==> src/rtl/activity_monitor.sv <==
// Saturating CPU activity counters with a single-entry snapshot; counts visible 1 cycle after the event.
// No backpressure: a snapshot is held until snap_ack, and snap_req while one is held is dropped.
module activity_monitor #(
    parameter int STATE_W = 4,
    parameter int CNT_W   = 32
) (
    input  logic               clk,
    input  logic               reset,
    input  logic               enable,
    input  logic               clear,
    input  logic [STATE_W-1:0] fsm_state,
    input  logic               pc_write,
    input  logic               recovery_active,
    input  logic               snap_req,
    input  logic               snap_ack,
    output logic [CNT_W-1:0]   fsm_transition_count,
    output logic [CNT_W-1:0]   pcwrite_toggle_count,
    output logic [CNT_W-1:0]   recovery_cycle_count,
    output logic [CNT_W-1:0]   enabled_cycle_count,
    output logic [CNT_W-1:0]   snap_fsm,
    output logic [CNT_W-1:0]   snap_pcw,
    output logic [CNT_W-1:0]   snap_rec,
    output logic [CNT_W-1:0]   snap_cyc,
    output logic               snap_valid,
    output logic [3:0]         sat_flags
);

    localparam logic [CNT_W-1:0] CNT_MAX = '1;
    localparam logic [CNT_W-1:0] CNT_ONE = {{(CNT_W-1){1'b0}}, 1'b1};

    logic [STATE_W-1:0] prev_state;
    logic               prev_pcw;
    logic               primed;

    logic               fsm_inc;
    logic               pcw_inc;
    logic               rec_inc;
    logic               cyc_inc;
    logic               capture;
    logic [CNT_W-1:0]   fsm_nxt;
    logic [CNT_W-1:0]   pcw_nxt;
    logic [CNT_W-1:0]   rec_nxt;
    logic [CNT_W-1:0]   cyc_nxt;

    function automatic logic [CNT_W-1:0] sat_add(input logic [CNT_W-1:0] cnt, input logic inc);
        return (inc && (cnt != CNT_MAX)) ? cnt + CNT_ONE : cnt;
    endfunction

    // Edge detection is suppressed until prev_* hold a real sample.
    always_comb begin
        fsm_inc = enable && primed && (fsm_state != prev_state);
        pcw_inc = enable && primed && (pc_write != prev_pcw);
        rec_inc = enable && recovery_active;
        cyc_inc = enable;
        capture = snap_req && !snap_valid;
        fsm_nxt = sat_add(fsm_transition_count, fsm_inc);
        pcw_nxt = sat_add(pcwrite_toggle_count, pcw_inc);
        rec_nxt = sat_add(recovery_cycle_count, rec_inc);
        cyc_nxt = sat_add(enabled_cycle_count, cyc_inc);
    end

    always_ff @(posedge clk) begin
        if (reset) begin
            prev_state           <= '0;
            prev_pcw             <= 1'b0;
            primed               <= 1'b0;
            fsm_transition_count <= '0;
            pcwrite_toggle_count <= '0;
            recovery_cycle_count <= '0;
            enabled_cycle_count  <= '0;
            sat_flags            <= '0;
            snap_fsm             <= '0;
            snap_pcw             <= '0;
            snap_rec             <= '0;
            snap_cyc             <= '0;
            snap_valid           <= 1'b0;
        end else begin
            prev_state <= fsm_state;
            prev_pcw   <= pc_write;
            primed     <= 1'b1;

            if (clear) begin
                fsm_transition_count <= '0;
                pcwrite_toggle_count <= '0;
                recovery_cycle_count <= '0;
                enabled_cycle_count  <= '0;
                sat_flags            <= '0;
            end else begin
                fsm_transition_count <= fsm_nxt;
                pcwrite_toggle_count <= pcw_nxt;
                recovery_cycle_count <= rec_nxt;
                enabled_cycle_count  <= cyc_nxt;
                sat_flags            <= sat_flags | {cyc_nxt == CNT_MAX, rec_nxt == CNT_MAX,
                                                     pcw_nxt == CNT_MAX, fsm_nxt == CNT_MAX};
            end

            // Snapshot takes the registered values, so a same-cycle clear gives read-and-clear.
            if (capture) begin
                snap_fsm   <= fsm_transition_count;
                snap_pcw   <= pcwrite_toggle_count;
                snap_rec   <= recovery_cycle_count;
                snap_cyc   <= enabled_cycle_count;
                snap_valid <= 1'b1;
            end else if (snap_valid && snap_ack) begin
                snap_valid <= 1'b0;
            end
        end
    end

endmodule

==> config.mk <==
export PLATFORM = sky130hd
export DESIGN_NAME = activity_monitor
export DESIGN_NICKNAME = d
export VERILOG_FILES = /design/src/rtl/activity_monitor.sv
export SDC_FILE = /design/constraint.sdc
export NUM_CORES = 1
export LEC_CHECK = 0
export CAP_MARGIN = 5
export CORE_UTILIZATION = 40
export CTS_CLUSTER_SIZE = 8
export DETAILED_ROUTE_END_ITERATION = 8
export PLACE_DENSITY = 0.66
export SETUP_SLACK_MARGIN = 0.4
export SYNTH_ARGS = -nofsm -noshare
export SYNTH_HDL_FRONTEND = slang
export SYNTH_SLANG_ARGS = --single-unit
==> constraint.sdc <==
create_clock -name clk -period 3.25 [get_ports clk]
set_input_delay 0.65 -clock clk [delete_from_list [all_inputs] [get_ports clk]]
set_output_delay 0.65 -clock clk [all_outputs]
set_load 0.02 [all_outputs]
==> qor_table.md, run 1 <==
| Stage | Parameter | This run |
|---|---|---|
| yosys | Share of the yosys chip area belonging to registers | 44.73% |
| clock tree | CTS tree | done |
| setup path | Required time of the worst setup path | 3.68 ns |
| pwr | Largest voltage drop on the vdd net | 0.0003731 V |
| pwr | Cell internal power dissipation | 5.456 mW |
| grt | All-layer global routing usage | 22.85% |
| floorplan | Number of ports placed on the die boundary | 273 |
| clock tree | Cell chosen for the clock root | clkbuf_16 |
| sta | Final worst path period need | 2.773 ns |
| sta | Final-report max-slew violation count | 0 |
| run | Maximum capacitance violations | 0 |
| setup path | Data arrival time of the worst path | 3.20 ns |
| cells and area | Utilization of the core after routing | 57.91% |
| drt | Drt initial violations | 715 |
| sta | Worst clock skew | 0.01558 ns |
| drt | Routed WL per cell | 16.35 um |
| sta | Final Cycle Share | 85.33% |
| setup path | Crit path launch type | flip-flop |
| grt | First-pass GRT wire length | 57710 um |
| sta | Relative slew margins | 33.18% |
| setup path | Worst reg2reg setup slack | 0.48 ns |
| place | Gp weighted congestion | 0.9236 |
| sta | RSZ-0062 raised after global routing | true |
| setup path | Startpoint of the lowest-slack register-to-register path | fsm_transition_count[23] |
| grt | Initial antenna violation count | 0 |
| setup path | Critical path class | reg2reg |
| setup path | Reg2reg end | sat_flags[0] |
| drt | Remaining antenna violation count after routing | 0 |
| yosys | Area leader, netlist | dfxtp_1 |
| hold path | Worst min-delay path class | in2reg |
| pwr | Fraction of power consumed by the clock network | 49.3% |
| floorplan | Core Box Area | 29010 um2 |
| setup path | R2r worst-path depth | 9 |
| yosys | Synth area leaders | dfxtp_1, nand2_1, a21oi_1 |
| floorplan | Area of the die | 30570 um2 |
| setup path | Highest cell delay on the worst timing path | 0.60 ns |
| pwr | Power dissipated by switching net loads | 1.520 mW |
| clock tree | Total clock buffers created by CTS | 39 |
| run status | Run status | completed |
| drt | Ratio of routed vias to standard cells | 5.267 |
| sta | Highest attainable clock frequency | 360.6 MHz |
| floorplan | Initial standard-cell utilization of the core | 41.19% |
| sta | Post-route setup slack | 0.4768 ns |
| clock tree | Clock Sink Count | 267 |
| grt | Maximum number of pins on one net before global-route repair | 129 |
| sta | Final hold violation count | 0 |
| pwr | Combinational share of power | 3.5% |
| floorplan | Die height | 174.8 um |
| pwr | Fraction of power spent switching nets | 21.78% |
| clock tree | Register clock-pin slew on the reported worst setup and hold paths | 0.05 ns |
| yosys | Post-synthesis async set-or-reset flop share | 0% |
| yosys | Distinct cell type count of the synthesized netlist | 68 |
| yosys | Average size of a mapped cell | 7.934 um2 |
| pwr | Power density over cell area | 415.2 nW/um2 |
| drt | Length of the first detailed-routing pass in iterations | 5 |
| sta | Number of setup violations in the final report | 0 |
| place | Minimum setup slack after placement | -0.1172 ns |
| place | Port Buf Inserts | 272 |
| sta | Slew at the pin closest to its max-slew limit | 1.002 ns |
| setup path | Cell chain of the critical path | nand4_1 > or4_4 > o31a_1 > buf_4 > and3b_2 > and3_4 > xnor2_2 > or4b_1 > o21ai_1 |
| yosys | Mapped Cells | 1506 |
| grt | Vias in the first global route | 11020 |
| drt | Vias post-DR | 11610 |
| clock tree | Depth of the CTS H-tree | 2 |
| yosys | Combined area of all synthesized cells | 11950 um2 |
| floorplan | Total number of placement rows | 62 |
| yosys | Count of synthesis-stage warnings from yosys | 0 |
| drt | DRC violations left | 0 |
| drt | Total wire length after detailed routing | 36050 um |
| pwr | Total power of the final layout | 6.976 mW |
| clock tree | Clk Latency, worst-skew pair | 0.50 ns |
| yosys | Share of Yosys cell area claimed by the top area cell type | 44.73% |
| yosys | Flop and latch count out of synthesis | 267 |
| cells and area | Share of post-route cells with drive strength above 1 | 12.41% |
| floorplan | Width of the chip | 174.8 um |
| pwr | Sequential group share of total power | 47.1% |
| setup path | Crit-path max FO | 4 |
| setup path | Worst setup path endpoint | sat_flags[0] |
| clock tree | Maximum clock insertion buffer count | 3 |
| cells and area | Post-synthesis to final-layout area growth | 40.61% |
| place | Half-perimeter wire length after detailed placement | 24850 um |
| grt | Grt total ovfl | 0 |
| pwr | Leakage power summed over all cells | 5.623 nW |
| yosys | Post-synth net total | 1522 |
| setup path | Worst-path cell with the longest stage delay | or4_4 |
| cells and area | Fin nets | 1835 |
| setup path | Kind of end point of the critical path | flip-flop |
| cells and area | Filler Cell Count | 2659 |
| setup path | Worst setup path start | fsm_transition_count[23] |
| yosys | Ys flop type | dfxtp_1 |
| sta | Setup tns final | 0 ns |
| yosys | Number of flops mapped to enable cells by yosys | 0 |
| cells and area | Final antenna diode count | 0 |
==> state kept, by name, indices dropped and copies added, names as in the netlist <==
name and cells:
fsm_transition_count 32, sat_flags 4, snap_rec 32, prev_state 4, pcwrite_toggle_count 32, snap_valid 1
snap_fsm 32, enabled_cycle_count 32, recovery_cycle_count 32, primed 1, snap_pcw 32, prev_pcw 1
snap_cyc 32
==> worst max-delay path, delay by kind of cell (launching register included) <==
| family | cells | cell delay [ns] |
|---|---|---|
| AO/OA/AOI/OAI | 2 | 0.46 |
| XOR/XNOR | 1 | 0.13 |
| buffers and inverters | 1 | 0.14 |
| AND/OR/NAND/NOR | 5 | 1.61 |
| flip-flops | 1 | 0.35 |
==> worst min path at each step <==
stage / cells after the start / start / slack (ns) / end
2_1_floorplan: 2 / fsm_transition_count[1] / 0.51 / fsm_transition_count[1]
3_3_place_gp: 2 / sat_flags[3] / 0.44 / sat_flags[3]
3_5_place_dp: 2 / sat_flags[3] / 0.44 / sat_flags[3]
4_1_cts: 2 / sat_flags[3] / 0.45 / sat_flags[3]
5_1_grt: 2 / pc_write / 0.45 / prev_pcw
6_report: 2 / pc_write / 0.44 / prev_pcw
==> layout make-up <==
cell class | count | area (um2) | area share, %
clock inverters | 2 | 16.27 | 0.09681
multi-input cells | 1118 | 6274 | 37.34
clock buffers | 41 | 983.4 | 5.853
well taps | 384 | 480.5 | 2.860
inverters | 17 | 63.81 | 0.3798
repair buffers | 376 | 3567 | 21.23
flip-flops and latches | 267 | 5416 | 32.24
==> cell families (layout without fill, tap and decap cells) <==
| kind of cell | count (synthesis) | in the layout | share of synthesized area [%] |
|---|---|---|---|
| fa+ha+maj | 4 | 4 | 0.4189 |
| mux | 7 | 7 | 0.5864 |
| buf+inv | 121 | 436 | 4.084 |
| flops | 267 | 267 | 44.73 |
| simple gates | 769 | 769 | 31.04 |
| compound gates | 217 | 217 | 10.27 |
| xor+xnor | 121 | 121 | 8.869 |
==> power groups by stage <==
stage | Clock, mW | Sequential [mW] | Combinational, mW
floorplan | 0 | 3.36 | 0.140
global placement | 0 | 3.36 | 0.242
detailed placement | 0 | 3.36 | 0.243
CTS | 3.53 | 3.29 | 0.245
global route | 3.68 | 3.28 | 0.267
finish | 3.44 | 3.29 | 0.247
==> stage by stage <==
step	hold WS [ns]	area, um2	cells
after floorplan	0.5089	12000	1506
after global placement	0.4413	15470	2145
after detailed placement	0.4419	15470	2145
after CTS	0.4483	16500	2190
after global routing	0.4522	16800	2205
final	0.4425	16800	2205
==> cells in the final DEF (no fill, tap or decap), types with 7 or more instances in the layout <==
| cell | synthesis | layout |
|---|---|---|
| o21ai_0 | 26 | 25 |
| nor3_1 | 25 | 25 |
| xnor2_1 | 59 | 58 |
| nand3_1 | 67 | 65 |
| and3_1 | 27 | 26 |
| nor2_1 | 155 | 155 |
| dfxtp_2 | 0 | 21 |
| inv_1 | 16 | 16 |
| nor4_1 | 17 | 15 |
| clkdlybuf4s50_1 | 0 | 269 |
| clkbuf_16 | 0 | 39 |
| mux2i_1 | 7 | 7 |
| and2_1 | 13 | 13 |
| nand4_1 | 49 | 49 |
| xor2_1 | 62 | 62 |
| dfxtp_1 | 267 | 234 |
| a21oi_1 | 145 | 145 |
| nand2_1 | 329 | 327 |
| a31oi_1 | 10 | 10 |
| nor2b_1 | 8 | 7 |
| buf_4 | 5 | 98 |
| or3_1 | 11 | 10 |
| dfxtp_4 | 0 | 12 |
| and4_1 | 17 | 15 |
==> cells in the mapped netlist, drive strengths merged, types with 4 or more instances <==
master    n
dfxtp   267
nor4     20
buf      22
xnor2    59
nor3     25
clkbuf   82
nor2    155
nor2b     8
and2     14
ha        4
nor4b     4
inv      17
and4     18
a21oi   145
nand2b    5
nand3    67
or4b      4
and3b     4
o21ai    29
xor2     62
or3      11
nand4    54
or4       7
nand2   330
mux2i     7
a31oi    11
and3     29
==> repair_timing <==
action                                  4_1_cts  5_1_grt
resized for setup                             6       53
endpoints found under the setup margin        3        4
hold buffers                                  0        0
pin swaps                                     3       18
buffers inserted                              2       15
hold endpoints to repair                      0        0
==> routing by layer <==
metal  vias up  wire length [um]  track usage [%]
met2       320             16620            36.79
met4         0               699            5.978
li1       5740                 -                -
met3        53              2239            4.939
met1      5500             16490            30.86
met5         -                 0                0
No activity file was read; power rests on OpenSTA's default activity.
==> run 2, diff against run 1 <==
--- a/config.mk
+++ b/config.mk
@@ -14,3 +14,4 @@
 export SYNTH_ARGS = -nofsm -noshare
 export SYNTH_HDL_FRONTEND = slang
 export SYNTH_SLANG_ARGS = --single-unit
+export TNS_END_PERCENT = 100
==> results of run 2 <==
Final layout, timing and power as in run 1 (identical DEF).
==> run 3, diff against run 2 <==
--- a/config.mk
+++ b/config.mk
@@ -5,12 +5,14 @@
 export SDC_FILE = /design/constraint.sdc
 export NUM_CORES = 1
 export LEC_CHECK = 0
+export ABC_AREA = 1
+export ABC_CLOCK_PERIOD_IN_PS = 3250
 export CAP_MARGIN = 5
 export CORE_UTILIZATION = 40
 export CTS_CLUSTER_SIZE = 8
 export DETAILED_ROUTE_END_ITERATION = 8
-export PLACE_DENSITY = 0.66
 export SETUP_SLACK_MARGIN = 0.4
+export SKIP_LAST_GASP = 1
 export SYNTH_ARGS = -nofsm -noshare
 export SYNTH_HDL_FRONTEND = slang
 export SYNTH_SLANG_ARGS = --single-unit
==> qor_table.md, run 3 <==
| Stage | Parameter | This run | Delta |
|---|---|---|---|
| yosys | Combined area of all synthesized cells | 13480 um2 | was 11950 um2 |
| clock tree | Clock Sink Count | 267 | unchanged |
| clock tree | Cell chosen for the clock root | clkbuf_16 | unchanged |
| sta | Final-report max-slew violation count | 0 | unchanged |
| yosys | Share of Yosys cell area claimed by the top area cell type | 39.65% | was 44.73% |
| run status | Run status | completed | unchanged |
| clock tree | Depth of the CTS H-tree | 2 | unchanged |
| setup path | Worst setup path start | enabled_cycle_count[1] | was fsm_transition_count[23] |
| cells and area | Commonest non-fill, non-tap cell in the layout | nand2_1 | unchanged |
| yosys | Post-synth net total | 2189 | was 1522 |
| setup path | Required time of the worst setup path | 3.71 ns | was 3.68 ns |
| clock tree | Maximum clock insertion buffer count | 3 | unchanged |
| setup path | Kind of end point of the critical path | flip-flop | unchanged |
| yosys | Ys flop type | dfxtp_1 | unchanged |
| setup path | Startpoint of the lowest-slack register-to-register path | enabled_cycle_count[1] | was fsm_transition_count[23] |
| sta | Number of setup violations in the final report | 0 | unchanged |
| sta | Relative slew margins | 58.29% | was 33.18% |
| place | Placement Cell Area | 16660 um2 | was 15470 um2 |
| place | Half-perimeter wire length after detailed placement | 33750 um | was 24850 um |
| sta | Final worst path period need | 2.596 ns | was 2.773 ns |
| drt | Remaining antenna violation count after routing | 0 | unchanged |
| yosys | Flop and latch count out of synthesis | 267 | unchanged |
| grt | Vias in the first global route | 13090 | was 11020 |
| floorplan | Die height | 185.6 um | was 174.8 um |
| yosys | Most common cell in the synthesized netlist | nand2_1 | unchanged |
| yosys | Number of flops mapped to enable cells by yosys | 0 | unchanged |
| drt | Total wire length after detailed routing | 45790 um | was 36050 um |
| grt | Initial antenna violation count | 2 | was 0 |
| cells and area | Final design area excluding fillers | 17740 um2 | was 16800 um2 |
| cells and area | Fin nets | 2448 | was 1835 |
| yosys | Share of the yosys chip area belonging to registers | 39.65% | was 44.73% |
| setup path | Critical path class | reg2reg | unchanged |
| grt | Grt total ovfl | 0 | unchanged |
| place | Gp weighted congestion | 0.9468 | was 0.9236 |
| floorplan | Core Box Area | 32870 um2 | was 29010 um2 |
| clock tree | CTS tree | done | unchanged |
| pwr | Largest voltage drop on the vdd net | 0.0003150 V | was 0.0003731 V |
| sta | Post-route setup slack | 0.6542 ns | was 0.4768 ns |
| floorplan | Initial standard-cell utilization of the core | 41.02% | was 41.19% |
| floorplan | Width of the chip | 185.6 um | was 174.8 um |
| floorplan | Area of the die | 34440 um2 | was 30570 um2 |
| setup path | Crit path launch type | flip-flop | unchanged |
| sta | Worst clock skew | 0.01192 ns | was 0.01558 ns |
| drt | Ratio of routed vias to standard cells | 4.966 | was 5.267 |
| sta | Setup tns final | 0 ns | unchanged |
| grt | Maximum number of pins on one net before global-route repair | 119 | was 129 |
| yosys | Count of synthesis-stage warnings from yosys | 0 | unchanged |
| clock tree | Clk Latency, worst-skew pair | 0.52 ns | was 0.50 ns |
| yosys | Area leader, netlist | dfxtp_1 | unchanged |
| pwr | Leakage power summed over all cells | 6.804 nW | was 5.623 nW |
| sta | Final hold violation count | 0 | unchanged |
| cells and area | Post-synthesis to final-layout area growth | 31.60% | was 40.61% |
| place | Minimum setup slack after placement | 0.08763 ns | was -0.1172 ns |
| clock tree | Register clock-pin slew on the reported worst setup and hold paths | 0.06 ns | was 0.05 ns |
| hold path | Startpoint of the tightest hold check path | sat_flags[0] | was pc_write |
| cells and area | Filler Cell Count | 3381 | was 2659 |
| sta | RSZ-0062 raised after global routing | false | was true |
| cells and area | Commonest non-fill, non-tap cells in the layout | nand2_1, nor2_1, clkdlybuf4s50_1 | was nand2_1, clkdlybuf4s50_1, dfxtp_1 |
| floorplan | Total number of placement rows | 66 | was 62 |
| sta | Highest attainable clock frequency | 385.2 MHz | was 360.6 MHz |
| drt | DRC violations left | 0 | unchanged |
| drt | Vias post-DR | 14300 | was 11610 |
| setup path | Data arrival time of the worst path | 3.05 ns | was 3.20 ns |
| yosys | Synth area leaders | dfxtp_1, nand2_1, nor2_1 | was dfxtp_1, nand2_1, a21oi_1 |
| place | Port Buf Inserts | 272 | unchanged |
| yosys | Distinct cell type count of the synthesized netlist | 31 | was 68 |
| run | Maximum capacitance violations | 0 | unchanged |
| drt | Routed WL per cell | 15.91 um | was 16.35 um |
| drt | Drt initial violations | 1002 | was 715 |
| grt | First-pass GRT wire length | 71040 um | was 57710 um |
| yosys | Mapped Cells | 2173 | was 1506 |
| sta | Final Cycle Share | 79.87% | was 85.33% |
| floorplan | Number of ports placed on the die boundary | 273 | unchanged |
| yosys | Average size of a mapped cell | 6.204 um2 | was 7.934 um2 |
| yosys | Post-synthesis async set-or-reset flop share | 0% | unchanged |
| drt | Length of the first detailed-routing pass in iterations | 6 | was 5 |
| yosys | Commonest cells in the netlist | nand2_1, nor2_1, dfxtp_1, inv_1, a21oi_1 | was nand2_1, dfxtp_1, nor2_1, a21oi_1, clkbuf_1 |
| pwr | Power density over cell area | 454.5 nW/um2 | was 415.2 nW/um2 |
| clock tree | Total clock buffers created by CTS | 39 | unchanged |
| setup path | Crit-path max FO | 13 | was 4 |
| sta | Slew at the pin closest to its max-slew limit | 0.6239 ns | was 1.002 ns |
| hold path | Worst min-delay path class | reg2reg | was in2reg |
| grt | All-layer global routing usage | 26.16% | was 22.85% |
| cells and area | Share of post-route cells with drive strength above 1 | 4.435% | was 12.41% |
[run 3: changes by cell type after synthesis, moves of 27 or more]
| cell | before | now |
|---|---|---|
| inv_1 | 16 | 221 |
| nand3_1 | 67 | 132 |
| nand2_1 | 329 | 688 |
| xnor2_1 | 59 | 5 |
| o21ai_0 | 26 | 133 |
| xor2_1 | 62 | 22 |
| nor2_1 | 155 | 407 |
| and3_1 | 27 | 0 |
[run 3: metal layers]
layer / routed length (um) / up-vias / GRT usage, % / share of wire (%)
met5: 0 / - / 0 / 0
met3: 3019 / 77 / 4.970 / 6.6
met4: 1180 / 0 / 8.525 / 2.6
met2: 20090 / 433 / 41.20 / 44
li1: - / 7292 / - / -
met1: 21500 / 6494 / 35.78 / 47
[run 3: cell type report]
cell class	count	area, um2	area share [%]
well taps	442	553.0	3.117
flip-flops and latches	267	5346	30.13
multi-input cells	1606	6968	39.27
inverters	222	834.6	4.704
diodes	2	5.005	0.02821
clock buffers	44	1057	5.959
repair buffers	296	2978	16.78
[run 3: path summary, 6_finish.rpt]
kind	endpoint	slack, ns	cells past startpoint
max	sat_flags[3]	0.65	15
min	sat_flags[0]	0.47	2
max reg2reg	sat_flags[3]	0.65	15
min reg2reg	sat_flags[0]	0.47	2
[run 3: cells by family (layout without fill, tap and decap cells)]
| group | Yosys count | after routing | synth area share, % |
|---|---|---|---|
| adder cells (fa/ha/maj) | 4 | 4 | 0.3712 |
| AO/OA/AOI/OAI | 272 | 272 | 10.19 |
| XOR/XNOR | 27 | 27 | 1.754 |
| other | 0 | 2 | 0 |
| buffers and inverters | 301 | 562 | 8.882 |
| AND/OR/NAND/NOR | 1302 | 1303 | 39.16 |
| flip-flops | 267 | 267 | 39.65 |
[run 3: critical path, stage by stage, from the launching register on]
cell     delay (ns)
dfxtp_1        0.43
ha_1           0.22
nand2_1        0.06
nor2_1         0.19
nand2_1        0.09
nor2_2         0.16
nand3_1        0.47
nand3_1        0.25
nand2_1        0.09
nor2_1         0.13
nand2_1        0.09
nor2_1         0.11
nand2_1        0.06
nor2_1         0.08
nor2_1         0.04
nor2_1         0.07
[run 3: stage by stage]
stage               hold slack, ns  power [mW]  util (%)  std cells
floorplan                   0.5382       4.060         -       2173
global placement            0.4567       4.468     50.69       2832
detailed placement          0.4572       4.475     50.69       2832
CTS                         0.4703       8.164     53.91       2876
global route                0.4964       8.374     53.98       2879
finish                      0.4676       8.064     53.98       2879
[run 3: repair_timing]
action,4_1_cts,5_1_grt
endpoints found under the setup margin,0,3
buffers inserted,0,0
resized for setup,0,5
hold buffers,0,0
endpoints found under the hold margin,0,0
[run 3: report_power, final]
group / total (mW) / switching, mW / internal [mW]
combinational: 0.894 / 0.533 / 0.360
clock: 3.65 / 1.40 / 2.25
sequential: 3.52 / 0.0999 / 3.42
